**config.mk**
```make
export PLATFORM = sky130hd
export DESIGN_NAME = quad_decoder_multi
export DESIGN_NICKNAME = d
export VERILOG_FILES = /design/src/rtl/quad_decoder_multi.sv
export SDC_FILE = /design/constraint.sdc
export NUM_CORES = 1
export LEC_CHECK = 0
export CAP_MARGIN = 40
export CORE_MARGIN = 3
export CORE_UTILIZATION = 55
export DETAILED_ROUTE_END_ITERATION = 16
export DONT_BUFFER_PORTS = 1
export PLACE_DENSITY = 0.67
export SLEW_MARGIN = 20
export SYNTH_ARGS = -nofsm -noshare
export SYNTH_HDL_FRONTEND = slang
export SYNTH_SLANG_ARGS = --single-unit
export TNS_END_PERCENT = 30
```
**constraint.sdc**
```tcl
create_clock -name clk -period 4.3 [get_ports clk]
set_input_delay 1.075 -clock clk [delete_from_list [all_inputs] [get_ports clk]]
set_output_delay 1.075 -clock clk [all_outputs]
set_load 0.02 [all_outputs]
```
**src/rtl/quad_decoder_multi.sv**
```systemverilog
// Multi-channel quadrature encoder counter: per-channel synchroniser, glitch filter,
// gray-code step decode and up/down counter, plus sticky error flags and atomic snapshot.
module quad_decoder_multi #(
  parameter int unsigned CHANNELS    = 4,
  parameter int unsigned WIDTH       = 16,
  parameter int unsigned SYNC_STAGES = 2,
  parameter int unsigned FILTER_LEN  = 2
) (
  input  logic                      clk,
  input  logic                      rst,
  input  logic [2*CHANNELS-1:0]     q,
  input  logic [CHANNELS-1:0]       mode,
  input  logic [CHANNELS-1:0]       clr,
  input  logic                      latch,
  input  logic                      err_clr,
  output logic [WIDTH*CHANNELS-1:0] count,
  output logic [WIDTH*CHANNELS-1:0] snap,
  output logic [CHANNELS-1:0]       err
);

  localparam int unsigned RunW = $clog2(FILTER_LEN + 1);

  // Marks when the synchroniser holds real samples rather than reset zeros, so the
  // first accepted value is the true encoder state.
  logic [SYNC_STAGES-1:0] prime_q;
  logic                   s_valid;

  always_ff @(posedge clk or negedge rst) begin
    if (!rst) begin
      prime_q <= '0;
    end else begin
      prime_q <= {prime_q[SYNC_STAGES-2:0], 1'b1};
    end
  end

  assign s_valid = prime_q[SYNC_STAGES-1];

  function automatic logic [1:0] phase(input logic [1:0] g);
    return {g[1], g[1] ^ g[0]};
  endfunction

  for (genvar i = 0; i < CHANNELS; i++) begin : g_ch
    logic [1:0]       sync_q [SYNC_STAGES];
    logic [1:0]       s;
    logic [1:0]       last_q;
    logic [RunW-1:0]  run_q, run_d;
    logic             accept;
    logic [1:0]       a_q;
    logic             acc_q;
    logic             init_q;
    logic [1:0]       p_q;
    logic [1:0]       diff;
    logic             changed, step_fwd, step_rev, step_bad;
    logic [WIDTH-1:0] cnt_q, cnt_d, snap_q;
    logic             err_q, err_d;

    assign s = sync_q[SYNC_STAGES-1];

    // run counts consecutive identical synced samples, saturating at FILTER_LEN.
    always_comb begin
      run_d = RunW'(1);
      if (run_q != '0 && s == last_q) begin
        run_d = (run_q >= RunW'(FILTER_LEN)) ? run_q : run_q + RunW'(1);
      end
    end

    assign accept   = s_valid && (run_d >= RunW'(FILTER_LEN));
    assign diff     = phase(a_q) - phase(p_q);
    assign changed  = acc_q && !init_q && (a_q != p_q);
    assign step_fwd = changed && (diff == 2'd1);
    assign step_rev = changed && (diff == 2'd3);
    assign step_bad = changed && (diff == 2'd2);

    always_comb begin
      cnt_d = cnt_q;
      if (clr[i]) begin
        cnt_d = '0;
      end else if (step_fwd && (mode[i] || p_q == 2'b10)) begin
        cnt_d = cnt_q + WIDTH'(1);
      end else if (step_rev && (mode[i] || p_q == 2'b00)) begin
        cnt_d = cnt_q - WIDTH'(1);
      end
    end

    always_comb begin
      err_d = err_q;
      if (step_bad) begin
        err_d = 1'b1;
      end else if (err_clr) begin
        err_d = 1'b0;
      end
    end

    always_ff @(posedge clk or negedge rst) begin
      if (!rst) begin
        for (int k = 0; k < SYNC_STAGES; k++) begin
          sync_q[k] <= '0;
        end
        last_q <= '0;
        run_q  <= '0;
        a_q    <= '0;
        acc_q  <= 1'b0;
        init_q <= 1'b1;
        p_q    <= '0;
        cnt_q  <= '0;
        snap_q <= '0;
        err_q  <= 1'b0;
      end else begin
        sync_q[0] <= q[2*i +: 2];
        for (int k = 1; k < SYNC_STAGES; k++) begin
          sync_q[k] <= sync_q[k-1];
        end
        if (s_valid) begin
          last_q <= s;
          run_q  <= run_d;
        end
        if (accept) begin
          a_q   <= s;
          acc_q <= 1'b1;
        end
        // The first accepted value only seeds the previous state.
        if (acc_q && init_q) begin
          p_q    <= a_q;
          init_q <= 1'b0;
        end else if (changed) begin
          p_q <= a_q;
        end
        cnt_q <= cnt_d;
        err_q <= err_d;
        if (latch) begin
          snap_q <= cnt_q;
        end
      end
    end

    assign count[WIDTH*i +: WIDTH] = cnt_q;
    assign snap[WIDTH*i +: WIDTH]  = snap_q;
    assign err[i]                  = err_q;
  end

endmodule

```
==> flow_summary.toml <==
[drt]
remaining_drc_errors = 0
wl_um = 19700
dr.pass1.iters = 5
drtIter0Drc = 287
wl_per_cell_um = 16.1
vias_per_cell = 5.81
vias = 7108
postRouteAntennaNets = 0

[timing]
fmax_mhz = 258
rsz0062_at_grt = "false"
hold_ws_ns = 0.344
setup_tns_ns = 0
min_period_over_period = 0.903
clock_skew_ns = 0.00988
relSlewSlack = 0.505
hold_violations = 0
period_minus_slack_ns = 3.88
maxSlewViolCount = 0
setup_violations = 0
worst_pin_slew_ns = 0.743

[placed_design]
port_buffers = 0
dp_hpwl_um = 13800
placed_cells = 1190
place.gp.congestion = 0.793

[worst_setup_path]
cp-start-kind = "flop"
slowest_delay_ns = 0.43
end_kind = "flop"
worstPathArrival_ns = 4.19
path_buf_inv = 2
worst-r2r-cell-count = 13
worstPathMaxFanout = 6
rr_startpoint = "g_ch[2].p_q[1]"
critical_path_class = "flop to flop"
cpMostUsedCell = "ha_1"
path_cells = "inv_1 -> ha_1 -> ha_1 -> a211oi_1 -> nand3b_1 -> buf_4 -> ha_1 -> o21ai_0 -> o21ai_1 -> nand3_1 -> a211oi_1 -> a41oi_1 -> o311a_1"
r2r_slack_ns = 0.42
crit_family = "compound AO/OA/AOI/OAI gates"
slowest_stage = "a211oi_1"
cp_data_required_time_ns = 4.61
timing.rr.end = "g_ch[2].cnt_q[15]"

[yosys]
yosys.cell_types.count = 72
synth_warnings = 0
synthTopCellsByArea = "dfrtp_1 (45%), ha_1 (9.6%), mux2_2 (8.2%), nand2_1 (3.8%), a21oi_1 (3.4%)"
yosysTopAreaCellShare = 0.447
ys_seq_area_frac = 0.458
synth-edff-count = 0
synthFlopType = "dfrtp_1"
syn_inst = 984
ys_ff_latch = 190
synth.net_count = 1088
yosysMostFrequentCell = "dfrtp_1"
yosysTopAreaCell = "dfrtp_1"
syn_area_per_cell_sq_um = 10.6
syn_area_sq_um = 10400
synthArstFlopShare = 1.00
yosys-top-cells-count = "dfrtp_1 (186), nand2_1 (105), ha_1 (80)"

[cts]
cts.sinks = 190
cts-root-buf = "clkbuf_16"
ctsResizeCount = 0
clk_latency_ns = 0.43
post-cts-setup-buffers = 0
cts_hold_buf = 0
cts.path.max_buffers = 2
cts.clk_slew.worst_paths_ns = 0.07
cts_buffers = 17
h-tree-depth = 4
cts_tree = "done"

[global_routing]
first_global_vias = 7101
grt_remaining_overflow = 0
antenna_found_initial = 4
grt_usage = 0.196
grt_max_degree = 191
grt_pass1_wl_um = 33300

[hold_path]
min_path_type = "input pin to asynchronous set/reset pin"

[die]
die_h_um = 144
die_area_sq_um = 20600
start_util = 0.569
num_io_pins = 152
coreArea_sq_um = 18300
row_count = 49
fp.dieW_um = 144

[finish]
syn_to_final_growth_pct = 7.90
multiInputGateArea_sq_um = 5340
nFillCells = 1537
nets = 1084
stdcell_count = 1223
seq_area_sq_um = 4760
drive_gt1_frac = 0.132

[outcome]
status = "finished clean"

[job]
drv_cap = 0
## final cells by class
class | instances | area share
Inverter | 47 | 0.0157
Clock buffer | 21 | 0.0410
Sequential cell | 190 | 0.424
Antenna cell | 1 | 0.000223
Tap cell | 229 | 0.0255
Multi-Input combinational cell | 714 | 0.476
Clock inverter | 11 | 0.00947
Timing Repair Buffer | 10 | 0.00847
## routing by layer
metal / wire length [um] / track usage / vias to the layer above
li1: - / - / 3511
met1: 9150 / 0.257 / 3405
met2: 9150 / 0.324 / 163
met3: 1150 / 0.0546 / 23
met4: 193 / 0.0505 / 6
met5: 30 / 0 / -
## logic make-up (layout without fill, tap and decap cells)
| family | count (synthesis) | after routing | share of synthesized area |
|---|---|---|---|
| fa+ha+maj | 84 | 84 | 0.104 |
| xor+xnor | 64 | 64 | 0.0580 |
| flops | 190 | 190 | 0.458 |
| buf+inv | 80 | 89 | 0.0304 |
| simple gates | 251 | 251 | 0.116 |
| mux | 87 | 87 | 0.0930 |
| compound gates | 227 | 227 | 0.141 |
| other cells | 1 | 2 | 0.000360 |
## sequential cells by signal, indices dropped and copies added (netlist names)
name and flops:
g_ch.a_q 8, prime_q 2, g_ch.init_q 4, g_ch.cnt_q 64
g_ch.err_q 4, g_ch.acc_q 4, g_ch.p_q 8, g_ch.last_q 8
g_ch.run_q 8, g_ch.s 8, g_ch.sync_q 8, g_ch.snap_q 64
## stage by stage
step | utilization | setup WS (ns) | area, sq um
2_1_floorplan | - | 0.491 | 10400
3_3_place_gp | 0.582 | 0.573 | 10600
3_5_place_dp | 0.583 | 0.482 | 10700
4_1_cts | 0.614 | 0.408 | 11200
5_1_grt | 0.614 | 0.0974 | 11200
6_report | 0.614 | 0.419 | 11200
## worst max path at each step
| stage | endpoint | from | cells past startpoint | slack, ns |
|---|---|---|---|---|
| after floorplan | g_ch[3].cnt_q[15] | g_ch[3].p_q[0] | 15 | 0.49 |
| final | g_ch[2].cnt_q[15] | g_ch[2].p_q[1] | 13 | 0.42 |
| after detailed placement | g_ch[3].cnt_q[14] | g_ch[3].p_q[1] | 16 | 0.48 |
| after CTS | g_ch[2].cnt_q[15] | g_ch[2].p_q[1] | 13 | 0.41 |
| after global placement | g_ch[3].cnt_q[14] | g_ch[3].p_q[0] | 16 | 0.57 |
| after global routing | g_ch[2].cnt_q[15] | g_ch[2].p_q[1] | 13 | 0.1 |
## placed cells by master (no fill, tap or decap), types with 7 or more instances in the layout
cell,netlist,routed
nand2b_1,12,12
inv_1,45,45
o21ai_1,12,12
a21oi_1,71,70
or4_1,9,9
buf_4,4,9
xor2_1,28,28
a211oi_1,10,10
ha_1,80,80
nor2b_1,11,11
mux2i_1,10,10
nand2_1,105,105
clkbuf_16,0,17
nor3_1,12,12
dfrtp_1,186,186
xnor2_1,33,33
a21o_1,23,23
nand3_1,19,19
o31ai_1,18,18
o211ai_1,7,7
nor2_1,44,44
o21ai_0,30,30
mux2_2,76,76
o21bai_1,8,8
Power is not shown: default switching activity piles up to over one toggle a cycle in this logic, so the estimate is an artifact.
